--- config.mk ---
export PLATFORM = sky130hd
export DESIGN_NAME = id_stage
export DESIGN_NICKNAME = d
export VERILOG_FILES = /design/src/rtl/mips_pkg.sv /design/src/rtl/id_scoreboard.sv /design/src/rtl/id_stage.sv
export SDC_FILE = /design/constraint.sdc
export NUM_CORES = 1
export LEC_CHECK = 0
export CAP_MARGIN = 20
export CORE_ASPECT_RATIO = 1.5
export CORE_MARGIN = 2
export CORE_UTILIZATION = 43
export CTS_CLUSTER_DIAMETER = 120
export DETAILED_ROUTE_END_ITERATION = 16
export GPL_TIMING_DRIVEN = 0
export HOLD_SLACK_MARGIN = 0.02
export PLACE_DENSITY_LB_ADDON = 0.05
export SETUP_SLACK_MARGIN = 0.2
export SLEW_MARGIN = 5
export SYNTH_ARGS = -nofsm -noshare
export SYNTH_HDL_FRONTEND = slang
export SYNTH_HIERARCHICAL = 1
export SYNTH_SLANG_ARGS = --single-unit
--- constraint.sdc ---
create_clock -name clk -period 6.15 [get_ports clk]
set_input_delay 1.845 -clock clk [delete_from_list [all_inputs] [get_ports clk]]
set_output_delay 1.845 -clock clk [all_outputs]
set_load 0.02 [all_outputs]
--- src/rtl/mips_pkg.sv ---
// mips_pkg: opcode constants, register aliases and the opcode decoder shared by the ID stage.
package mips_pkg;
  localparam int XLEN = 32;
  localparam logic [4:0] REG_ZERO = 5'd0;
  localparam logic [4:0] REG_RA = 5'd31;
  localparam logic [5:0] OP_RTYPE = 6'h00;
  localparam logic [5:0] OP_J = 6'h02;
  localparam logic [5:0] OP_JAL = 6'h03;
  localparam logic [5:0] OP_BEQ = 6'h04;
  localparam logic [5:0] OP_BNE = 6'h05;
  localparam logic [5:0] OP_ADDI = 6'h08;
  localparam logic [5:0] OP_ADDIU = 6'h09;
  localparam logic [5:0] OP_SLTI = 6'h0A;
  localparam logic [5:0] OP_SLTIU = 6'h0B;
  localparam logic [5:0] OP_ANDI = 6'h0C;
  localparam logic [5:0] OP_ORI = 6'h0D;
  localparam logic [5:0] OP_XORI = 6'h0E;
  localparam logic [5:0] OP_LUI = 6'h0F;
  localparam logic [5:0] OP_LW = 6'h23;
  localparam logic [5:0] OP_SW = 6'h2B;
  typedef enum logic [1:0] {D_NONE, D_RD, D_RT, D_RA} dsel_e;
  typedef struct packed {
    logic use_rs;
    logic use_rt;
    logic zext;
    logic illegal;
    dsel_e dsel;
  } dec_t;
  typedef struct packed {
    logic [5:0] opcode;
    logic [5:0] funct;
    logic [4:0] shamt;
    logic [XLEN-1:0] rs_data;
    logic [XLEN-1:0] rt_data;
    logic [XLEN-1:0] imm;
    logic [25:0] jtarget;
    logic [4:0] dest;
    logic we;
    logic illegal;
    logic [XLEN-1:0] pc;
  } ex_t;
  function automatic dec_t decode(input logic [5:0] op);
    dec_t d;
    d.use_rs = 1'b0;
    d.use_rt = 1'b0;
    d.illegal = 1'b0;
    d.dsel = D_NONE;
    d.zext = (op == OP_ANDI) || (op == OP_ORI) || (op == OP_XORI);
    case (op)
      OP_RTYPE: begin d.use_rs = 1'b1; d.use_rt = 1'b1; d.dsel = D_RD; end
      OP_ADDI, OP_ADDIU, OP_SLTI, OP_SLTIU, OP_ANDI, OP_ORI, OP_XORI, OP_LW: begin
        d.use_rs = 1'b1;
        d.dsel = D_RT;
      end
      OP_LUI: d.dsel = D_RT;
      OP_SW, OP_BEQ, OP_BNE: begin d.use_rs = 1'b1; d.use_rt = 1'b1; end
      OP_J: d.dsel = D_NONE;
      OP_JAL: d.dsel = D_RA;
      default: d.illegal = 1'b1;
    endcase
    return d;
  endfunction
endpackage

--- src/rtl/id_scoreboard.sv ---
// id_scoreboard: per-register pending-write bits; set on issue, cleared on writeback, set wins.
module id_scoreboard #(
  parameter int NREG = 32
) (
  input  logic                    clk,
  input  logic                    rst,
  input  logic                    set_i,
  input  logic [$clog2(NREG)-1:0] set_idx_i,
  input  logic                    clr_i,
  input  logic [$clog2(NREG)-1:0] clr_idx_i,
  input  logic [$clog2(NREG)-1:0] rs_idx_i,
  input  logic [$clog2(NREG)-1:0] rt_idx_i,
  input  logic [$clog2(NREG)-1:0] rd_idx_i,
  output logic                    rs_pend_o,
  output logic                    rt_pend_o,
  output logic                    rd_pend_o
);
  logic [NREG-1:0] pending_q, pending_d;
  always_comb begin
    pending_d = pending_q;
    if (clr_i && clr_idx_i != '0) pending_d[clr_idx_i] = 1'b0;
    if (set_i && set_idx_i != '0) pending_d[set_idx_i] = 1'b1;
  end
  always_ff @(posedge clk or posedge rst)
    if (rst) pending_q <= '0;
    else pending_q <= pending_d;
  assign rs_pend_o = pending_q[rs_idx_i];
  assign rt_pend_o = pending_q[rt_idx_i];
  assign rd_pend_o = pending_q[rd_idx_i];
endmodule

--- src/rtl/id_stage.sv ---
// id_stage: MIPS decode with scoreboard stalls and a registered ID/EX output.
// ID_WB_BYPASS_EN forwards same-cycle writeback data and resolves RAW without an extra bubble.
module id_stage #(
  parameter int XLEN = mips_pkg::XLEN,
  parameter int NREG = 32
) (
  input  logic            clk,
  input  logic            rst,
  input  logic            if_valid,
  output logic            if_ready,
  input  logic [31:0]     if_instr,
  input  logic [XLEN-1:0] if_pc,
  output logic [4:0]      rf_rs,
  output logic [4:0]      rf_rt,
  input  logic [XLEN-1:0] rf_out_a,
  input  logic [XLEN-1:0] rf_out_b,
  input  logic            wb_valid,
  input  logic [4:0]      wb_rd,
  input  logic [XLEN-1:0] wb_data,
  output logic            ex_valid,
  input  logic            ex_ready,
  output logic [5:0]      ex_opcode,
  output logic [5:0]      ex_funct,
  output logic [4:0]      ex_shamt,
  output logic [XLEN-1:0] ex_rs_data,
  output logic [XLEN-1:0] ex_rt_data,
  output logic [XLEN-1:0] ex_imm,
  output logic [25:0]     ex_jtarget,
  output logic [4:0]      ex_dest,
  output logic            ex_we,
  output logic            ex_illegal,
  output logic [XLEN-1:0] ex_pc
);
  import mips_pkg::*;
  dec_t dec;
  ex_t ex_q, ex_d;
  logic ex_valid_q, ex_valid_d;
  logic [4:0] rs, rt, rd, dest;
  logic we, rs_pend, rt_pend, rd_pend, byp_a, byp_b, stall, accept;
  logic [XLEN-1:0] imm, op_a, op_b;
  assign dec = decode(if_instr[31:26]);
  assign rs = if_instr[25:21];
  assign rt = if_instr[20:16];
  assign rd = if_instr[15:11];
  assign rf_rs = rs;
  assign rf_rt = rt;
  assign dest = dec.dsel == D_RD ? rd : dec.dsel == D_RT ? rt : dec.dsel == D_RA ? REG_RA : REG_ZERO;
  assign we = dest != REG_ZERO;
  assign imm = dec.zext ? {{(XLEN-16){1'b0}}, if_instr[15:0]} : {{(XLEN-16){if_instr[15]}}, if_instr[15:0]};
`ifdef ID_WB_BYPASS_EN
  assign byp_a = wb_valid && wb_rd == rs;
  assign byp_b = wb_valid && wb_rd == rt;
`else
  logic unused_wb;
  assign unused_wb = ^wb_data;
  assign byp_a = 1'b0;
  assign byp_b = 1'b0;
`endif
  id_scoreboard #(.NREG(NREG)) u_sb (
    .clk(clk), .rst(rst),
    .set_i(accept && we), .set_idx_i(dest),
    .clr_i(wb_valid), .clr_idx_i(wb_rd),
    .rs_idx_i(rs), .rt_idx_i(rt), .rd_idx_i(dest),
    .rs_pend_o(rs_pend), .rt_pend_o(rt_pend), .rd_pend_o(rd_pend)
  );
  assign stall = if_valid && ((dec.use_rs && rs != REG_ZERO && rs_pend && !byp_a) ||
                              (dec.use_rt && rt != REG_ZERO && rt_pend && !byp_b) ||
                              (we && rd_pend));
  assign if_ready = !stall && (!ex_valid_q || ex_ready);
  assign accept = if_valid && if_ready;
  // register 0 reads as zero no matter what rf_32 returns
  assign op_a = rs == REG_ZERO ? '0 : byp_a ? wb_data : rf_out_a;
  assign op_b = rt == REG_ZERO ? '0 : byp_b ? wb_data : rf_out_b;
  always_comb begin
    ex_d = ex_q;
    ex_valid_d = accept ? 1'b1 : ex_ready ? 1'b0 : ex_valid_q;
    if (accept) begin
      ex_d.opcode = if_instr[31:26];
      ex_d.funct = if_instr[5:0];
      ex_d.shamt = if_instr[10:6];
      ex_d.rs_data = op_a;
      ex_d.rt_data = op_b;
      ex_d.imm = imm;
      ex_d.jtarget = if_instr[25:0];
      ex_d.dest = dest;
      ex_d.we = we;
      ex_d.illegal = dec.illegal;
      ex_d.pc = if_pc;
    end
  end
  always_ff @(posedge clk or posedge rst)
    if (rst) begin
      ex_valid_q <= 1'b0;
      ex_q <= '0;
    end else begin
      ex_valid_q <= ex_valid_d;
      ex_q <= ex_d;
    end
  assign ex_valid = ex_valid_q;
  assign ex_opcode = ex_q.opcode;
  assign ex_funct = ex_q.funct;
  assign ex_shamt = ex_q.shamt;
  assign ex_rs_data = ex_q.rs_data;
  assign ex_rt_data = ex_q.rt_data;
  assign ex_imm = ex_q.imm;
  assign ex_jtarget = ex_q.jtarget;
  assign ex_dest = ex_q.dest;
  assign ex_we = ex_q.we;
  assign ex_illegal = ex_q.illegal;
  assign ex_pc = ex_q.pc;
endmodule

# Yosys cells after proc, flatten, opt, wreduce, memory -nomap -nowiden
# Index checks and enable logic that the tools add are counted.
dict set report word_totals {
  register_bits 211
  inputBits 170
  wordCells 95
}
dict set report op_classes {
  magnitude_cmp 6
  eq_ne 17
  mux 24
  bitwise_logic 3
  reduce_logical 32
}
# operator count
set ops {}
lappend ops {{two-way mux 32 bit} 5}
lappend ops {{== test 6 x 4 -> 1 bit, second input constant} 8}
lappend ops {{bitwise AND 32 bit} 1}
lappend ops {{NOT 32 bit} 1}
lappend ops {{OR 32 bit} 1}
lappend ops {{less-than comparator 5 x 6 -> 1 bit, second input constant} 4}
lappend ops {{nonzero test 5 bit} 4}
lappend ops {{binary-select mux 1 bit (select 5 bit)} 3}
lappend ops {{two-way mux 5 bit} 3}
lappend ops {{OR reduction 15 bit} 1}
lappend ops {{logical AND 1 bit} 13}
lappend ops {{== test 6 x 2 -> 1 bit, second input constant} 2}
lappend ops {{== test 6 x 3 -> 1 bit, second input constant} 2}
lappend ops {{== test 6 bit, second input constant} 2}
lappend ops {{OR reduction 12 bit} 1}
lappend ops {{demux 1 bit (select 5 bit)} 2}
lappend ops {{greater-or-equal comparator 5 x 1 -> 1 bit, second input constant} 2}
lappend ops {{logical NOT 5 bit} 2}
lappend ops {{two-way mux 1 bit} 10}
lappend ops {{OR reduction 9 bit} 1}
lappend ops {{logical NOT 6 bit} 1}
lappend ops {{one-hot mux 2 bit (3 select lines)} 1}
lappend ops {{logical OR 1 bit} 5}
lappend ops {{== test 2 bit, second input constant} 2}
lappend ops {{4 further kinds} 5}

# Logic depth before layout (Yosys ltp)
dict set report depth {
  ltp_word 18
  depth_mapped 17
  mapped_depth_nobuf 13
}

# Modules after synthesis
# The synthesis kept the hierarchy.
# mod n_inst cells_per_inst area_per_inst_um2 seq_area_each_um2
set modules_own_cells {}
lappend modules_own_cells {id_stage 1 422 5845.6 3428.3}
lappend modules_own_cells {id_scoreboard 1 251 2282.2 800.8}

# Least setup slack after synthesis
# No wires, ideal clock.
dict set report synth_path {
  path_type {in2out}
  from {in if_instr[29]}
  to {out if_ready}
  arrival_time_ns 4.462
  required_ns 4.305
  path_slack_ns -0.157
  stages 15
  n_path_buf 3
  cell_sequence {clkbuf_2 and4bb_2 o21a_1 o21ai_0 nand2_1 buf_6 buf_12 mux2i_1 a22oi_1 nand3_1 nand2_1 a311o_1 o21ai_2 nand2_1 a21boi_0}
}
dict set report synth_via {
  elab_chain_cells 14
}
# element line_no
set synth_rtl {}
lappend synth_rtl {{start, declared} id_stage.sv:11} ;# input logic [31:0] if_instr,
lappend synth_rtl {{== test 6 x 4 -> 1 bit / == test 6 bit (equally long branches)} mips_pkg.sv:49} ;# case (op)
lappend synth_rtl {{OR reduction 9 bit (no line)} n/a}
lappend synth_rtl {{one-hot mux 2 bit (3 select lines) *} mips_pkg.sv:49}
lappend synth_rtl {{== test 2 bit} id_stage.sv:47} ;# assign dest = dec.dsel == D_RD ? rd : dec.dsel == D_RT ? rt : dec.dsel == D_RA ? REG_RA : REG_ZERO;
lappend synth_rtl {{two-way mux 5 bit (2 in a row)} id_stage.sv:47}
lappend synth_rtl {{two-way mux 5 bit *} id_stage.sv:47}
lappend synth_rtl {{named net dest[1]} id_stage.sv:38} ;# logic [4:0] rs, rt, rd, dest;
lappend synth_rtl {{binary-select mux 1 bit (select 5 bit) *} id_scoreboard.sv:29} ;# assign rd_pend_o = pending_q[rd_idx_i];
lappend synth_rtl {{two-way mux 1 bit (not written as such) *} id_scoreboard.sv:29}
lappend synth_rtl {{named net rd_pend} id_stage.sv:39} ;# logic we, rs_pend, rt_pend, rd_pend, byp_a, byp_b, stall, accept;
lappend synth_rtl {{logical AND 1 bit *} id_stage.sv:68} ;# (we && rd_pend));
lappend synth_rtl {{logical OR 1 bit *} id_stage.sv:67} ;# (dec.use_rt && rt != REG_ZERO && rt_pend && !byp_b) ||
lappend synth_rtl {{logical AND 1 bit *} id_stage.sv:66} ;# assign stall = if_valid && ((dec.use_rs && rs != REG_ZERO && rs_pend && !byp_a) ||
lappend synth_rtl {{logical NOT 1 bit *} id_stage.sv:69} ;# assign if_ready = !stall && (!ex_valid_q || ex_ready);
lappend synth_rtl {{logical AND 1 bit *} id_stage.sv:69}
lappend synth_rtl {{end, declared} id_stage.sv:10} ;# output logic if_ready,
# Mark *: on every way through the listed nets, which the timed path passes. The rest lies on a longest branch. The select of a mux whose other input is x is not followed.

# Worst setup path in the final report
dict set report layout_path {
  from {in if_instr[26]}
  to {out if_ready}
}
# Same word-level chain as after synthesis.

==> key figures <==
GRT
  – GRT Total Usage: 27.2%
  – Pin count of the biggest net entering global routing: between 80 and 90
  – GRT Max-Usage Layer: met2
  – Overflow after GRT: 0
  – Number of global-route vias before repair: around 7.0k
  – Met2 usage: 48.8%
  – Global-route wire length before repair: slightly above 40 mm
  – GRT met1 Usage: around 29%
  – Met3 GRT Util: under 10%
  – Initial antenna violation count: 2

Synthesis
  – Synth cell types: 50
  – Ys Warns: 6
  – Yosys top cell by area: dfrtp_1
  – Post-synthesis area per instance: around 12 µm²
  – Post-synth EDFFs: 0
  – Mux share of post-synthesis cell area: between 15 and 20%
  – Async set-reset flop share out of synthesis: 100%
  – Area contributors post-synth: dfrtp_1 52%, mux2_2 9.4%, a22o_1 6.9%
  – Mapped Area: 0.00813 mm²
  – Combinational family with the most area after synthesis: compound AO/OA/AOI/OAI gates
  – Register area share after synthesis: between 50% and 60%
  – Synth Area in Simple Gates: under 10%
  – Seq cells post-synth: between 150 and 200
  – Post-synth top area share: between 50 and 60%
  – Prevailing post-synth register cell: dfrtp_1
  – Syn_nets: ~840
  – Synth Area in XOR/XNOR: less than 1%
  – Post-synthesis compound-gate area fraction: 15.5%
  – Syn Inst Count: roughly 670
  – Adder-Cell Fraction of Synth Area: 0%

Drt
  – Vias/cell: around 5.3
  – Drc violations: 0
  – Iteration-0 DRC Markers: 349
  – Routed wire length per instance: 21.2 µm
  – Overall routed net length: approximately 27 mm
  – Drt pass-1 iters: 5
  – Post-route antenna net violation count: 0
  – DR vias: a little under 7k

Clock network
  – Reg clk slew, reported paths: approximately 60 ps
  – Worst skew pair latency: roughly 430 ps
  – Cts hold-fix bufs: 0
  – H-Tree Depth: 4
  – CTS root buf: clkbuf_16
  – Clock Path Buffers: 2
  – Clk sinks: approximately 170
  – TritonCTS clock tree: built
  – Num CTS Buffers: 17

Timing
  – Slew at the pin with the worst max-slew slack: 758 ps
  – Slew margin rel.: 49.4%
  – Hold WS: between 500 and 600 ps
  – # setup viols final: 0
  – Unrepaired setup endpoints after global routing: yes
  – Final period util: about 98%
  – Clk_skew: approximately 12 ps
  – Min Clock Period, post-route: a little over 6000 ps
  – Fmax: 166 MHz
  – Pins over their slew limit: 0
  – Final Hold Vio Count: 0

Pwr
  – Cell Pwr Density: ~310 mW/mm²
  – Worst IR Drop VDD: 0.000198 V
  – Pleak: roughly 5.4 nW

Die
  – Site Rows: 61
  – Die ar.: ~0.02 mm²
  – Die height: 172 µm
  – Initial Util: 43.8%
  – Core area: about 0.019 mm²
  – Die Width: 116 µm
  – IO Pins: 360

Setup path
  – CP Launch Point: if_instr[26]
  – Worst Path Arrival: 4190 ps
  – CP Capture Point: if_ready
  – Worst Setup Start Kind: input port
  – Crit path depth: 16
  – Worst-path cell chain: buf_4 -> and4bb_2 -> o21a_4 -> o21ai_2 -> nand2_2 -> buf_8 -> buf_12 -> mux2i_2 -> nand2_1 -> nand3_1 -> nand2_1 -> a311o_1 -> o21ai_2 -> nand2_2 -> a21boi_4 -> buf_6
  – Worst R2R Path Depth: 12
  – Reg-to-Reg Start: u_sb/pending_q[19]$_DFF_PP0_
  – Req. time, crit path: roughly 4300 ps
  – WP buf/inv: 4
  – Top delay family on crit path: compound AO/OA/AOI/OAI gates
  – Max incr delay on CP: between 300 and 400 ps
  – Critical path class: in2out
  – FF-to-FF End: u_sb/pending_q[8]$_DFF_PP0_
  – Slowest CP cell: a311o_1
  – Maximum net fanout on the critical path: 7
  – Setup crit end kind: output port
  – R2r setup slk: approximately 2800 ps

Place
  – GP Congestion: about 0.95
  – Post-Place Cells: approximately 1.3k
  – DP Wirelength: roughly 21 mm
  – Buffers added on ports: about 320

Flow run
  – MaxCap Viol Count: 0

Run status
  – Run status: finished clean

Finish
  – Synth-to-Final Area Change: 55.0%
  – Final net count: 1202
  – Layout cells sized above 1: between 20% and 30%
  – Final Non-Filler Cells: approximately 1.3k
  – Commonest non-fill, non-tap cells in the layout: 316 x clkdlybuf4s50_1, 169 x dfrtp_1, 74 x buf_4
  – Commonest non-fill, non-tap cell in the layout: clkdlybuf4s50_1

Min path
  – Hold crit path type: reg2reg
  – Hold Crit Start: ex_rs_data[5]$_DFFE_PP0P_
==> worst reg2reg max path: stages, from the launching register on <==
cell and delay (ps):
dfrtp_1 400, mux2i_1 180, a22oi_1 120, nand4b_1 110, a21oi_1 60, a311o_1 340, nor2b_1 130, a32o_2 300
a21bo_2 240, nor3_1 470, nor2b_1 370, nand2_1 220, o21ai_0 270
==> worst min-delay path by stage <==
stage | slack [ps] | end | cells past startpoint
2_1_floorplan | 470 | u_sb/pending_q[0]$_DFF_PP0_ | 1
3_3_place_gp | 490 | ex_pc[26]$_DFFE_PP0P_ | 1
3_5_place_dp | 490 | ex_rt_data[18]$_DFFE_PP0P_ | 1
4_1_cts | 510 | ex_jtarget[17]$_DFFE_PP0P_ | 1
5_1_grt | 520 | ex_opcode[3]$_DFFE_PP0P_ | 1
6_report | 500 | ex_rs_data[5]$_DFFE_PP0P_ | 1
==> area by class of cell <==
type,instances,area (µm²)
Antenna cell,3,7.51
Buffer,85,742
Clock buffer,19,443
Clock inverter,13,190
Fill cell,1467,5950
Inverter,4,20.0
Multi-Input combinational cell,415,3240
Sequential cell,169,4230
Tap cell,252,315
Timing Repair Buffer,340,3400
==> state kept, by name (all words and copies together) (netlist names), 4 cells and up <==
name	flops
ex_funct	5
ex_shamt	4
u_sb/pending_q	32
ex_jtarget	10
ex_rs_data	32
ex_dest	5
ex_opcode	6
ex_pc	32
ex_rt_data	32
ex_imm	8
==> Yosys cell counts (4+ instances only) <==
cell / n
nor2b_1: 8
a21oi_1: 12
inv_1: 4
buf_6: 16
buf_2: 4
nor2_1: 13
a211oi_1: 4
buf_4: 59
o21ai_0: 67
nand3_1: 16
dfrtp_1: 169
a22o_1: 64
mux2_2: 68
nand2b_1: 9
and2_1: 4
nand2_1: 36
a22oi_1: 12
mux2i_1: 49
nand3b_1: 7
==> metrics by stage <==
step | total power (W) | TNS (ps) | utilization, % | instance area (µm²) | setup slack (ps)
finish | 0.00396 | 0 | 67.9 | 12600 | 112
global route | 0.00411 | -3.92 | 67.9 | 12600 | -3.92
CTS | 0.00399 | 0 | 67.5 | 12500 | 141
detailed placement | 0.00282 | -1360 | 63.5 | 11800 | -1360
global placement | 0.00280 | -209710 | 63.2 | 11700 | -1530
floorplan | 0.00211 | 0 | - | 8170 | 181
==> metal layers <==
metal / wire length (µm) / part of all wire [%]
met1: 9680 / 35
met2: 15000 / 55
met3: 1680 / 6.1
met4: 1130 / 4.1
met5: 0 / 0
==> report_power, final <==
part	internal [W]	switching [W]	total, W
logic	0.000739	0.000650	0.00139
registers	0.00129	0.000124	0.00142
clock network	0.000696	0.000464	0.00116
==> cell families after synthesis <==
| family | count (synthesis) |
|---|---|
| xor gates and xnor gates | 1 |
| DFF | 169 |
| muxes | 117 |
| buffers and inverters | 89 |
| and+or+nand+nor | 118 |
| AOI/OAI and AO/OA | 179 |
==> timing repair <==
item,CTS,global route
setup buffers,8,7
setup endpoints to repair,1,1
gates resized for setup,41,3
pin swaps,9,4
Power figures use the tool's default switching activity.
